[config.mk]
export PLATFORM = sky130hd
export DESIGN_NAME = hazard_scoreboard_flat
export DESIGN_NICKNAME = d
export VERILOG_FILES = /design/src/rtl/hazard_scoreboard_pkg.sv /design/src/rtl/hazard_scoreboard_if.sv /design/src/rtl/sb_entry.sv /design/src/rtl/hazard_scoreboard.sv /design/src/flat_wrapper.sv
export SDC_FILE = /design/constraint.sdc
export NUM_CORES = 1
export LEC_CHECK = 0
export CAP_MARGIN = 25
export CORE_MARGIN = 1.5
export CORE_UTILIZATION = 40
export DETAILED_ROUTE_END_ITERATION = 8
export PLACE_DENSITY = 0.61
export SETUP_SLACK_MARGIN = 0.4
export SYNTH_ARGS = -nofsm -noshare
export SYNTH_HDL_FRONTEND = slang
export SYNTH_SLANG_ARGS = --single-unit
[constraint.sdc]
create_clock -name clk -period 13.6 [get_ports clk]
set_input_delay 3.4 -clock clk [delete_from_list [all_inputs] [get_ports clk]]
set_output_delay 3.4 -clock clk [all_outputs]
set_load 0.005 [all_outputs]
[src/rtl/hazard_scoreboard_pkg.sv]
// -----------------------------------------------------------------------------
// hazard_scoreboard_pkg
//
// Shared constants for the register-hazard scoreboard and its users (decode,
// pipeline control). Holds the architectural register-file geometry, the
// writeback latency range, the zero-register constant and a small helper that
// normalises an instruction's requested writeback latency.
// -----------------------------------------------------------------------------
package hazard_scoreboard_pkg;

  // Architectural register file: 32 registers addressed by 5 bits.
  localparam int SB_NUM_REGS = 32;
  localparam int SB_ADDR_W   = 5;

  // Longest writeback latency any functional unit reports, and the largest
  // remaining latency whose result the bypass network can still deliver.
  localparam int SB_MAX_LAT  = 4;
  localparam int SB_FWD_LAT  = 1;

  // Width of one pending counter (must hold 0..SB_MAX_LAT).
  localparam int SB_CNT_W    = $clog2(SB_MAX_LAT + 1);

  // Hard-wired zero register: writes to it are discarded, reads never stall.
  localparam int ZERO_REG    = 0;

  // Width of the stall-cycle performance counter.
  localparam int STALL_W     = 16;

  // Latencies beyond the deepest pipeline are treated as the deepest pipeline.
  // A latency of 0 passes through unchanged and is interpreted as "no write".
  function automatic int clamp_lat(input int lat, input int max_lat);
    return (lat > max_lat) ? max_lat : lat;
  endfunction

endpackage

[src/rtl/hazard_scoreboard_if.sv]
// -----------------------------------------------------------------------------
// hazard_scoreboard_if
//
// Issue-side handshake between decode and the hazard scoreboard.
//
//   issue_valid      decode presents an instruction this cycle
//   issue_rs_addr    first source register
//   issue_rt_addr    second source register
//   issue_uses_rs    first source is actually read
//   issue_uses_rt    second source is actually read
//   issue_we         instruction writes a destination register
//   issue_wr_addr    destination register
//   issue_lat        cycles until the result reaches writeback (1..MAX_LAT)
//   kill_prev        squash the write accepted in the previous cycle
//   issue_ready      instruction is accepted this cycle (combinational)
//   fwd_rs / fwd_rt  pending count of each source: 0 = register file,
//                    k = bypass from the stage k cycles before writeback
//
// master: decode side.  slave: scoreboard side.
// -----------------------------------------------------------------------------
interface hazard_scoreboard_if
  import hazard_scoreboard_pkg::*;
#(
  parameter int ADDR_W = SB_ADDR_W,
  parameter int CNT_W  = SB_CNT_W
) ();

  logic              issue_valid;
  logic [ADDR_W-1:0] issue_rs_addr;
  logic [ADDR_W-1:0] issue_rt_addr;
  logic              issue_uses_rs;
  logic              issue_uses_rt;
  logic              issue_we;
  logic [ADDR_W-1:0] issue_wr_addr;
  logic [CNT_W-1:0]  issue_lat;
  logic              kill_prev;
  logic              issue_ready;
  logic [CNT_W-1:0]  fwd_rs;
  logic [CNT_W-1:0]  fwd_rt;

  modport master (
    output issue_valid, issue_rs_addr, issue_rt_addr,
    output issue_uses_rs, issue_uses_rt,
    output issue_we, issue_wr_addr, issue_lat, kill_prev,
    input  issue_ready, fwd_rs, fwd_rt
  );

  modport slave (
    input  issue_valid, issue_rs_addr, issue_rt_addr,
    input  issue_uses_rs, issue_uses_rt,
    input  issue_we, issue_wr_addr, issue_lat, kill_prev,
    output issue_ready, fwd_rs, fwd_rt
  );

endinterface

[src/rtl/sb_entry.sv]
// -----------------------------------------------------------------------------
// sb_entry
//
// Pending-writeback counter for one architectural register. The count is the
// number of cycles until the outstanding write to this register reaches
// writeback; 0 means the register file holds the current value.
//
//   clk       clock, rising edge
//   rst_n     asynchronous active-low reset, clears the count
//   load      a new write to this register was accepted this cycle
//   load_val  writeback latency of that write (nonzero)
//   clear     the previously accepted write to this register was squashed
//   count     current pending count
//
// Priority at the edge: load > clear > decrement. A fresh write therefore
// survives a same-cycle squash of the older write to the same register.
// -----------------------------------------------------------------------------
module sb_entry
  import hazard_scoreboard_pkg::*;
#(
  parameter int CNT_W = SB_CNT_W
) (
  input  logic             clk,
  input  logic             rst_n,
  input  logic             load,
  input  logic [CNT_W-1:0] load_val,
  input  logic             clear,
  output logic [CNT_W-1:0] count
);

  // NOTE: sequential state uses non-blocking assignments, and every counter is
  // reset explicitly: a stale nonzero count after reset would stall decode on a
  // write that no longer exists.
  always_ff @(posedge clk or negedge rst_n) begin
    if (!rst_n) begin
      count <= '0;
    end else if (load) begin
      count <= load_val;
    end else if (clear) begin
      count <= '0;
    end else if (count != '0) begin
      count <= count - CNT_W'(1);
    end
  end

endmodule

[src/rtl/hazard_scoreboard.sv]
// -----------------------------------------------------------------------------
// hazard_scoreboard
//
// Register-hazard scoreboard for an in-order issue stage. Tracks, per
// architectural register, how many cycles remain until its outstanding write
// reaches writeback, and decides each cycle whether the instruction presented
// by decode may issue.
//
//   clk           clock, all state updates on the rising edge
//   rst_n         asynchronous active-low reset
//   sb_if         issue handshake (slave side), see hazard_scoreboard_if
//   busy          some register still has a write in flight
//   stall_cycles  saturating count of cycles decode was held off
//
// An instruction is held off when
//   RAW: a used source is still further from writeback than the bypass
//        network can reach (count > FWD_LAT), or
//   WAW: its own write would retire before an older write to the same
//        destination (older count > new latency).
// Register 0 never becomes pending, so it never causes either hazard.
// -----------------------------------------------------------------------------
module hazard_scoreboard
  import hazard_scoreboard_pkg::*;
#(
  parameter int  NUM_REGS = SB_NUM_REGS,
  parameter int  ADDR_W   = SB_ADDR_W,
  parameter int  MAX_LAT  = SB_MAX_LAT,
  parameter int  FWD_LAT  = SB_FWD_LAT,
  localparam int CNT_W    = $clog2(MAX_LAT + 1)
) (
  input  logic               clk,
  input  logic               rst_n,
  hazard_scoreboard_if.slave sb_if,
  output logic               busy,
  output logic [STALL_W-1:0] stall_cycles
);

  // Last accepted destination, kept for exactly one cycle so a squash of the
  // delay/branch slot can retract it.
  typedef struct packed {
    logic              valid;
    logic [ADDR_W-1:0] addr;
  } kill_rec_t;

  localparam logic [CNT_W-1:0]   FWD_LIM   = CNT_W'(FWD_LAT);
  localparam logic [ADDR_W-1:0]  ZERO_ADDR = ADDR_W'(ZERO_REG);
  localparam logic [STALL_W-1:0] STALL_SAT = '1;

  logic [CNT_W-1:0]    cnt [NUM_REGS];
  logic [CNT_W-1:0]    rs_cnt;
  logic [CNT_W-1:0]    rt_cnt;
  logic [CNT_W-1:0]    wr_cnt;
  logic [CNT_W-1:0]    lat_eff;
  logic                wr_req;
  logic                raw_rs;
  logic                raw_rt;
  logic                waw;
  logic                ready;
  logic                wr_en;
  logic                kill_en;
  logic [NUM_REGS-1:1] load_vec;
  logic [NUM_REGS-1:1] clear_vec;
  kill_rec_t           kill_rec;

  // ---------------------------------------------------------------------------
  // Per-register pending counters. Register 0 has no storage and reads 0.
  // ---------------------------------------------------------------------------
  assign cnt[0] = '0;

  for (genvar i = 1; i < NUM_REGS; i++) begin : g_entry
    sb_entry #(
      .CNT_W (CNT_W)
    ) u_entry (
      .clk      (clk),
      .rst_n    (rst_n),
      .load     (load_vec[i]),
      .load_val (lat_eff),
      .clear    (clear_vec[i]),
      .count    (cnt[i])
    );
  end

  // ---------------------------------------------------------------------------
  // Hazard detection and accept decision
  // ---------------------------------------------------------------------------
  always_comb begin
    lat_eff = CNT_W'(clamp_lat(int'(sb_if.issue_lat), MAX_LAT));
    rs_cnt  = cnt[sb_if.issue_rs_addr];
    rt_cnt  = cnt[sb_if.issue_rt_addr];
    wr_cnt  = cnt[sb_if.issue_wr_addr];

    // A zero latency or a zero destination produces no tracked write.
    wr_req  = sb_if.issue_we && (sb_if.issue_wr_addr != ZERO_ADDR) &&
              (lat_eff != '0);

    raw_rs  = sb_if.issue_uses_rs && (rs_cnt != '0) && (rs_cnt > FWD_LIM);
    raw_rt  = sb_if.issue_uses_rt && (rt_cnt != '0) && (rt_cnt > FWD_LIM);
    waw     = wr_req && (wr_cnt > lat_eff);

    // Gated by rst_n so nothing issues while the scoreboard is being cleared.
    ready   = rst_n && sb_if.issue_valid && !raw_rs && !raw_rt && !waw;
    wr_en   = ready && wr_req;
    kill_en = sb_if.kill_prev && kill_rec.valid;
  end

  assign sb_if.issue_ready = ready;
  assign sb_if.fwd_rs      = rs_cnt;
  assign sb_if.fwd_rt      = rt_cnt;

  // ---------------------------------------------------------------------------
  // Address decode of the load and squash requests onto the entries.
  // ---------------------------------------------------------------------------
  // NOTE: combinational outputs get a default before any conditional or loop
  // assignment, so no path leaves them unassigned and no latch is inferred.
  always_comb begin
    load_vec  = '0;
    clear_vec = '0;
    for (int i = 1; i < NUM_REGS; i++) begin
      load_vec[i]  = wr_en   && (sb_if.issue_wr_addr == ADDR_W'(i));
      clear_vec[i] = kill_en && (kill_rec.addr       == ADDR_W'(i));
    end
  end

  // ---------------------------------------------------------------------------
  // One-cycle record of the last accepted write, for kill_prev.
  // ---------------------------------------------------------------------------
  always_ff @(posedge clk or negedge rst_n) begin
    if (!rst_n) begin
      kill_rec <= '0;
    end else begin
      kill_rec.valid <= wr_en;
      kill_rec.addr  <= sb_if.issue_wr_addr;
    end
  end

  // ---------------------------------------------------------------------------
  // Status: any write in flight.
  // ---------------------------------------------------------------------------
  always_comb begin
    busy = 1'b0;
    for (int i = 1; i < NUM_REGS; i++) begin
      busy = busy || (cnt[i] != '0);
    end
  end

  // ---------------------------------------------------------------------------
  // Stall performance counter, saturating at all-ones.
  // ---------------------------------------------------------------------------
  always_ff @(posedge clk or negedge rst_n) begin
    if (!rst_n) begin
      stall_cycles <= '0;
    end else if (sb_if.issue_valid && !ready && (stall_cycles != STALL_SAT)) begin
      stall_cycles <= stall_cycles + STALL_W'(1);
    end
  end

endmodule

[src/flat_wrapper.sv]
// flat-port wrapper written by rule: the top's interface ports become plain ports
module hazard_scoreboard_flat import hazard_scoreboard_pkg::*;
#(
  parameter int  NUM_REGS = SB_NUM_REGS,
  parameter int  ADDR_W   = SB_ADDR_W,
  parameter int  MAX_LAT  = SB_MAX_LAT,
  parameter int  FWD_LAT  = SB_FWD_LAT,
  localparam int CNT_W    = $clog2(MAX_LAT + 1)
)
  (clk, rst_n, busy, stall_cycles, sb_if_issue_valid, sb_if_issue_rs_addr, sb_if_issue_rt_addr, sb_if_issue_uses_rs, sb_if_issue_uses_rt, sb_if_issue_we, sb_if_issue_wr_addr, sb_if_issue_lat, sb_if_kill_prev, sb_if_issue_ready, sb_if_fwd_rs, sb_if_fwd_rt);
  hazard_scoreboard_if #(.ADDR_W(ADDR_W), .CNT_W(($clog2((4) + 1)))) sb_if_i ();
  input  logic clk;
  input  logic rst_n;
  output logic busy;
  output logic [STALL_W-1:0] stall_cycles;
  input wire logic [$bits(sb_if_i.issue_valid)-1:0] sb_if_issue_valid;
  input wire logic [$bits(sb_if_i.issue_rs_addr)-1:0] sb_if_issue_rs_addr;
  input wire logic [$bits(sb_if_i.issue_rt_addr)-1:0] sb_if_issue_rt_addr;
  input wire logic [$bits(sb_if_i.issue_uses_rs)-1:0] sb_if_issue_uses_rs;
  input wire logic [$bits(sb_if_i.issue_uses_rt)-1:0] sb_if_issue_uses_rt;
  input wire logic [$bits(sb_if_i.issue_we)-1:0] sb_if_issue_we;
  input wire logic [$bits(sb_if_i.issue_wr_addr)-1:0] sb_if_issue_wr_addr;
  input wire logic [$bits(sb_if_i.issue_lat)-1:0] sb_if_issue_lat;
  input wire logic [$bits(sb_if_i.kill_prev)-1:0] sb_if_kill_prev;
  output wire logic [$bits(sb_if_i.issue_ready)-1:0] sb_if_issue_ready;
  output wire logic [$bits(sb_if_i.fwd_rs)-1:0] sb_if_fwd_rs;
  output wire logic [$bits(sb_if_i.fwd_rt)-1:0] sb_if_fwd_rt;
  assign sb_if_i.issue_valid = sb_if_issue_valid;
  assign sb_if_i.issue_rs_addr = sb_if_issue_rs_addr;
  assign sb_if_i.issue_rt_addr = sb_if_issue_rt_addr;
  assign sb_if_i.issue_uses_rs = sb_if_issue_uses_rs;
  assign sb_if_i.issue_uses_rt = sb_if_issue_uses_rt;
  assign sb_if_i.issue_we = sb_if_issue_we;
  assign sb_if_i.issue_wr_addr = sb_if_issue_wr_addr;
  assign sb_if_i.issue_lat = sb_if_issue_lat;
  assign sb_if_i.kill_prev = sb_if_kill_prev;
  assign sb_if_issue_ready = sb_if_i.issue_ready;
  assign sb_if_fwd_rs = sb_if_i.fwd_rs;
  assign sb_if_fwd_rt = sb_if_i.fwd_rt;
  hazard_scoreboard #(.NUM_REGS(NUM_REGS), .ADDR_W(ADDR_W), .MAX_LAT(MAX_LAT), .FWD_LAT(FWD_LAT)) u_core (.clk(clk), .rst_n(rst_n), .sb_if(sb_if_i), .busy(busy), .stall_cycles(stall_cycles));
endmodule
== Word-level counts from Yosys, hierarchy flattened ==
Index checks and enable logic that the tools add are counted.
Word-level totals
  register bits after elaboration: 115
  bits of input ports: 25
  logic and storage cells: 419
  output and inout port bits: 24
Cells by class
  eq/ne operators: 63
  bitwise logic cells: 3
  mux-type cells: 103
  reductions and logical operators: 177
  magnitude comparators: 7
  add/subtract/negate cells: 32
Operators by type and width (count)
  two-way mux 3 bit: 100
  nonzero test 3 bit: 65
  == test 5 bit (second input constant): 32
  subtractor 3 x 1 -> 3 bit (second input constant): 31
  == test 5 x 4 -> 1 bit (second input constant): 16
  logical AND 1 bit: 77
  binary-select mux 3 bit (select 5 bit): 3
  == test 5 x 3 -> 1 bit (second input constant): 8
  logical OR 1 bit: 30
  == test 5 x 2 -> 1 bit (second input constant): 4
  >= comparator 6 bit (second input constant): 3
  inverter 5 -> 6 bit: 3
  adder 16 x 1 -> 16 bit (second input constant): 1
  inequality test 16 bit (second input constant): 1
  == test 5 x 1 -> 1 bit (second input constant): 2
  > comparator 3 x 1 -> 1 bit (second input constant): 2
  nonzero test 5 bit: 1
  logical NOT 1 bit: 4
  > comparator 3 bit: 1
  > comparator 3 bit (second input constant): 1

== Longest topological paths before layout ==
  depth after elaboration: 31
  mapped depth: 20

== Hierarchy ==
A second synthesis with hierarchy kept.
Unflattened totals
  cell total of the unflattened synthesis: 972
  area total of the unflattened synthesis: 9745.6 µm²
By module, submodules not included
  sb_entry: cells each 17, area each 177.7 µm², instances 31, sequential area each 75.1 µm²
  hazard_scoreboard: cells each 445, area each 4237.8 µm², instances 1, sequential area each 550.5 µm²

== Worst setup path before layout ==
OpenSTA, ideal clock, no wires.
  path type: input port to output port
  start point: input port sb_if_issue_wr_addr[0]
  end point: output port sb_if_issue_ready
  setup slack: 3.434 ns
  required time: 10.200 ns
  data arrival time: 6.766 ns
  stages on the path: 15
  path through: buf_2 -> clkbuf_1 -> clkbuf_1 -> mux4_2 -> mux4_2 -> mux2i_1 -> ha_1 -> nand3_1 -> o21ai_0 -> o311ai_0 -> inv_1 -> a41oi_2 -> a21oi_2 -> buf_6 -> buf_2
Between the ends
  cells in the longest elaborated chain, start to end: 8
  elaborated cells between the ends (all ways): 11
  those cells by class: order compare: 1; mux: 3; bitwise: 1; reduce/logical: 6
RTL lines
  start: declaration: RTL line flat_wrapper.sv:22  | input wire logic [$bits(sb_if_i.issue_wr_addr)-1:0] sb_if_issue_wr_addr;
  inverter 5 -> 6 bit (not written as such): RTL line hazard_scoreboard.sv:90  | wr_cnt = cnt[sb_if.issue_wr_addr];
  binary-select mux 3 bit (select 5 bit): RTL line hazard_scoreboard.sv:90
  two-way mux 3 bit (not written as such) (2 in series): RTL line hazard_scoreboard.sv:90
  > comparator 3 bit: RTL line hazard_scoreboard.sv:98  | waw = wr_req && (wr_cnt > lat_eff);
  logical AND 1 bit (*): RTL line hazard_scoreboard.sv:98
  logical NOT 1 bit (*): RTL line hazard_scoreboard.sv:101  | ready = rst_n && sb_if.issue_valid && !raw_rs && !raw_rt && !waw;
  logical AND 1 bit (*): RTL line hazard_scoreboard.sv:101
  end: declaration: RTL line flat_wrapper.sv:25  | output wire logic [$bits(sb_if_i.issue_ready)-1:0] sb_if_issue_ready;
Mark *: on every way between the ends. The rest lies on a longest branch, timed or not. The select of a mux whose other input is x is not followed.

== Worst setup path after layout ==
  start point: input port sb_if_issue_wr_addr[2]
  end point: output port sb_if_issue_ready
The elaborated chain is that of the path after synthesis.

==> impl_metrics.csv <==
group,metric,value,unit
power,power_leakage,5.41,nW
sta,max_slew.worst_pin.slew,978,ps
logic_synthesis,synth_top_area_share,28.4,%
cts,cts_tree,"built",
sta,setup_viol,0,
sta,slew_headroom,34.6,%
critical_path,worst_setup_path_start_kind,"input pin",
cts,cts_root_buf,"clkbuf_16",
logic_synthesis,synthTopCellsByArea,"dfrtp_1 (28%), mux4_2 (14%), mux2i_1 (11%), ha_1 (8.2%), nand2_1 (6.3%)",
floorplan,start_util,40.5,%
cts,postCtsResizedCells,0,
cts,clock_sinks,115,
logic_synthesis,synth_area,10100,µm²
floorplan,coreArea,25000,µm²
routing,num_vias,8277,
grt,grt_pass1_vias,8136,
logic_synthesis,yosys_warnings,0,
routing,wirelength,31.5,mm
logic_synthesis,synthFlopType,"dfrtp_1",
sta,hold_viol,0,
floorplan,die_w,162,µm
routing,avgViaCountPerCell,5.93,
cts,cts_max_path_buffers,2,
sta,hold_ws,489,ps
critical_path,critical_path.max_stage_delay,1020,ps
critical_path,cpLargestDelayFamily,"buffers and inverters",
critical_path,cp_num_buf_inv,4,
floorplan,die_height,162,µm
floorplan,die_area,26300,µm²
cts,clk_latency,430,ps
layout,fin_nets,1146,
run,maxCapViolations,0,
critical_path,path_class,"in2out",
power,power_per_cell_area,215,nW/µm²
critical_path,path_cells,"clkdlybuf4s50_1 > nor2b_1 > a22oi_1 > a31oi_1 > ha_1 > a211oi_1 > o311ai_0 > inv_1 > a41oi_2 > a21oi_4 > buf_4 > clkdlybuf4s50_1",
logic_synthesis,yosysTopAreaCell,"dfrtp_1",
logic_synthesis,synth.distinct_cells,55,
critical_path,crit_path_max_fanout,51,
sta,rsz0062_at_grt,"no",
critical_path,slowest_stage,"clkdlybuf4s50_1",
logic_synthesis,synth_common_cells,"nand2_1 (170), dfrtp_1 (115), mux2i_1 (113), inv_1 (76), ha_1 (66)",
routing,antenna_left,0,
cts,ctsHoldBuffers,0,
grt,grt_use_total,25.1,%
grt,grt_first_pass_wirelength,49.4,mm
power,ir_drop,0.0857,mV
routing,drc_errors,0,
logic_synthesis,syn-instance-count,1030,
sta,skew,10.4,ps
grt,antenna_found_initial,0,
sta,min_period,11180,ps
layout,n_fill_cell,2395,
layout,diodes,0,
cts,path_clk_slew,60,ps
logic_synthesis,yosys_register_bits,115,
hold_path,hp-class,"reg2reg",
grt,grt_max_degree,68,
logic_synthesis,yosysSeqAreaShare,28.4,%
logic_synthesis,syn_avg_cell_area,9.84,µm²
critical_path,critical_path.most_common_cell,"clkdlybuf4s50_1",
routing,drt-initial-drc-count,747,
routing,drt_first_pass_iters,6,
logic_synthesis,async_flop_share,100,%
sta,tns,0,ps
placement,dpl.hpwl,23.3,mm
layout,syn2layout_area_growth,13.1,%
sta,max_freq,0.0895,GHz
cts,postCtsSetupBuffers,0,
critical_path,end_kind,"output pin",
placement,gp_congestion,0.957,
status,status,"completed",
logic_synthesis,syn_nets,1121,
critical_path,cp.arrival,7780,ps
placement,portBuffers,48,
routing,wl_per_cell,22.5,µm
logic_synthesis,yosysMostFrequentCell,"nand2_1",
sta,slew_violations,0,
sta,period_share,82.2,%
floorplan,io_pins,49,
critical_path,cp.required,10200,ps
grt,grt_overflow_total,0,
cts,cts_buffers,17,
layout,drive_gt1_share,16.1,%
logic_synthesis,synth_edf_count,0,
floorplan,fp-row-count,58,
cts,cts_max_level,4,
[layer usage]
| layer | track usage, % | up-vias | part of all wire, % | routed length, µm |
|---|---|---|---|---|
| li1 | - | 3734 | - | - |
| met1 | 34.3 | 4060 | 43 | 13600 |
| met2 | 37.9 | 419 | 44 | 13800 |
| met3 | 6.59 | 64 | 9.4 | 2940 |
| met4 | 10.1 | 0 | 3.4 | 1050 |
| met5 | 0 | - | 0 | 0 |
[per-stage QoR]
step	std cells	instance area, µm²	utilization (%)	power, mW	setup WS [ps]
finish	1396	11500	45.8	2.46	2420
global route	1396	11500	45.8	2.66	2120
CTS	1394	11400	45.7	2.45	2470
detailed placement	1364	10800	43.3	1.98	2490
global placement	1362	10800	43.2	1.95	2520
floorplan	1030	10100	-	1.62	3430
[sequential cells by signal, summed over array words and instances, names as in the netlist]
register and count:
u_core.stall_cycles 16, u_core.kill_rec 6, u_core.g_entry.u_entry.count 93
[where the power goes]
part | switching, mW | internal, mW
logic | 0.561 | 0.648
clock network | 0.168 | 0.294
registers | 0.281 | 0.507
total | 1.01 | 1.45
[logic make-up (layout without fill, tap and decap cells)]
group	Yosys count	after routing	synth area share [%]
xor+xnor	45	45	3.89
simple gates	375	375	18.8
compound gates	82	82	5.68
mux	215	215	29.5
flops	115	115	28.4
buf+inv	132	168	5.58
fa+ha+maj	66	66	8.15
[cell type report]
| class | instances | area [µm²] | share of cell area, % |
|---|---|---|---|
| flip-flops and latches | 115 | 2880 | 25.1 |
| inverters | 76 | 285 | 2.49 |
| repair buffers | 62 | 589 | 5.14 |
| clock inverters | 10 | 134 | 1.17 |
| multi-input cells | 783 | 6700 | 58.5 |
| well taps | 330 | 413 | 3.60 |
| clock buffers | 20 | 457 | 3.99 |
[worst paths after layout]
check	start	endpoint	slack [ps]	cells past startpoint
worst max-delay path	sb_if_issue_wr_addr[2]	sb_if_issue_ready	2420	12
worst min-delay path	u_core.stall_cycles[8]$_DFFE_PN0P_	u_core.stall_cycles[8]$_DFFE_PN0P_	490	1
worst max register to register	u_core.g_entry[28].u_entry.count[1]$_DFFE_PN0P_	u_core.g_entry[16].u_entry.count[1]$_DFFE_PN0P_	9410	13
worst min register to register	u_core.stall_cycles[8]$_DFFE_PN0P_	u_core.stall_cycles[8]$_DFFE_PN0P_	490	1
max in group asynchronous	rst_n	u_core.g_entry[29].u_entry.count[2]$_DFFE_PN0P_	9220	2
min in group asynchronous	rst_n	u_core.g_entry[3].u_entry.count[2]$_DFFE_PN0P_	3010	1
[layout by cell type, fill, tap and decap left out, drive strengths merged, types with 8 or more instances in the layout]
| cell type | n |
|---|---|
| nand2 | 170 |
| dfrtp | 115 |
| mux2i | 113 |
| inv | 76 |
| ha | 66 |
| mux4 | 63 |
| nor2 | 49 |
| clkdlybuf4s50 | 45 |
| mux2 | 39 |
| xnor2 | 31 |
| nand2b | 28 |
| nor2b | 21 |
| nor3 | 21 |
| nor4 | 21 |
| clkbuf | 20 |
| o211ai | 19 |
| nand4 | 19 |
| o21ai | 18 |
| buf | 17 |
| a21oi | 15 |
| xor2 | 14 |
| nand3 | 12 |
| and2 | 9 |
| and3 | 8 |
No activity file was read; power rests on OpenSTA's default activity.
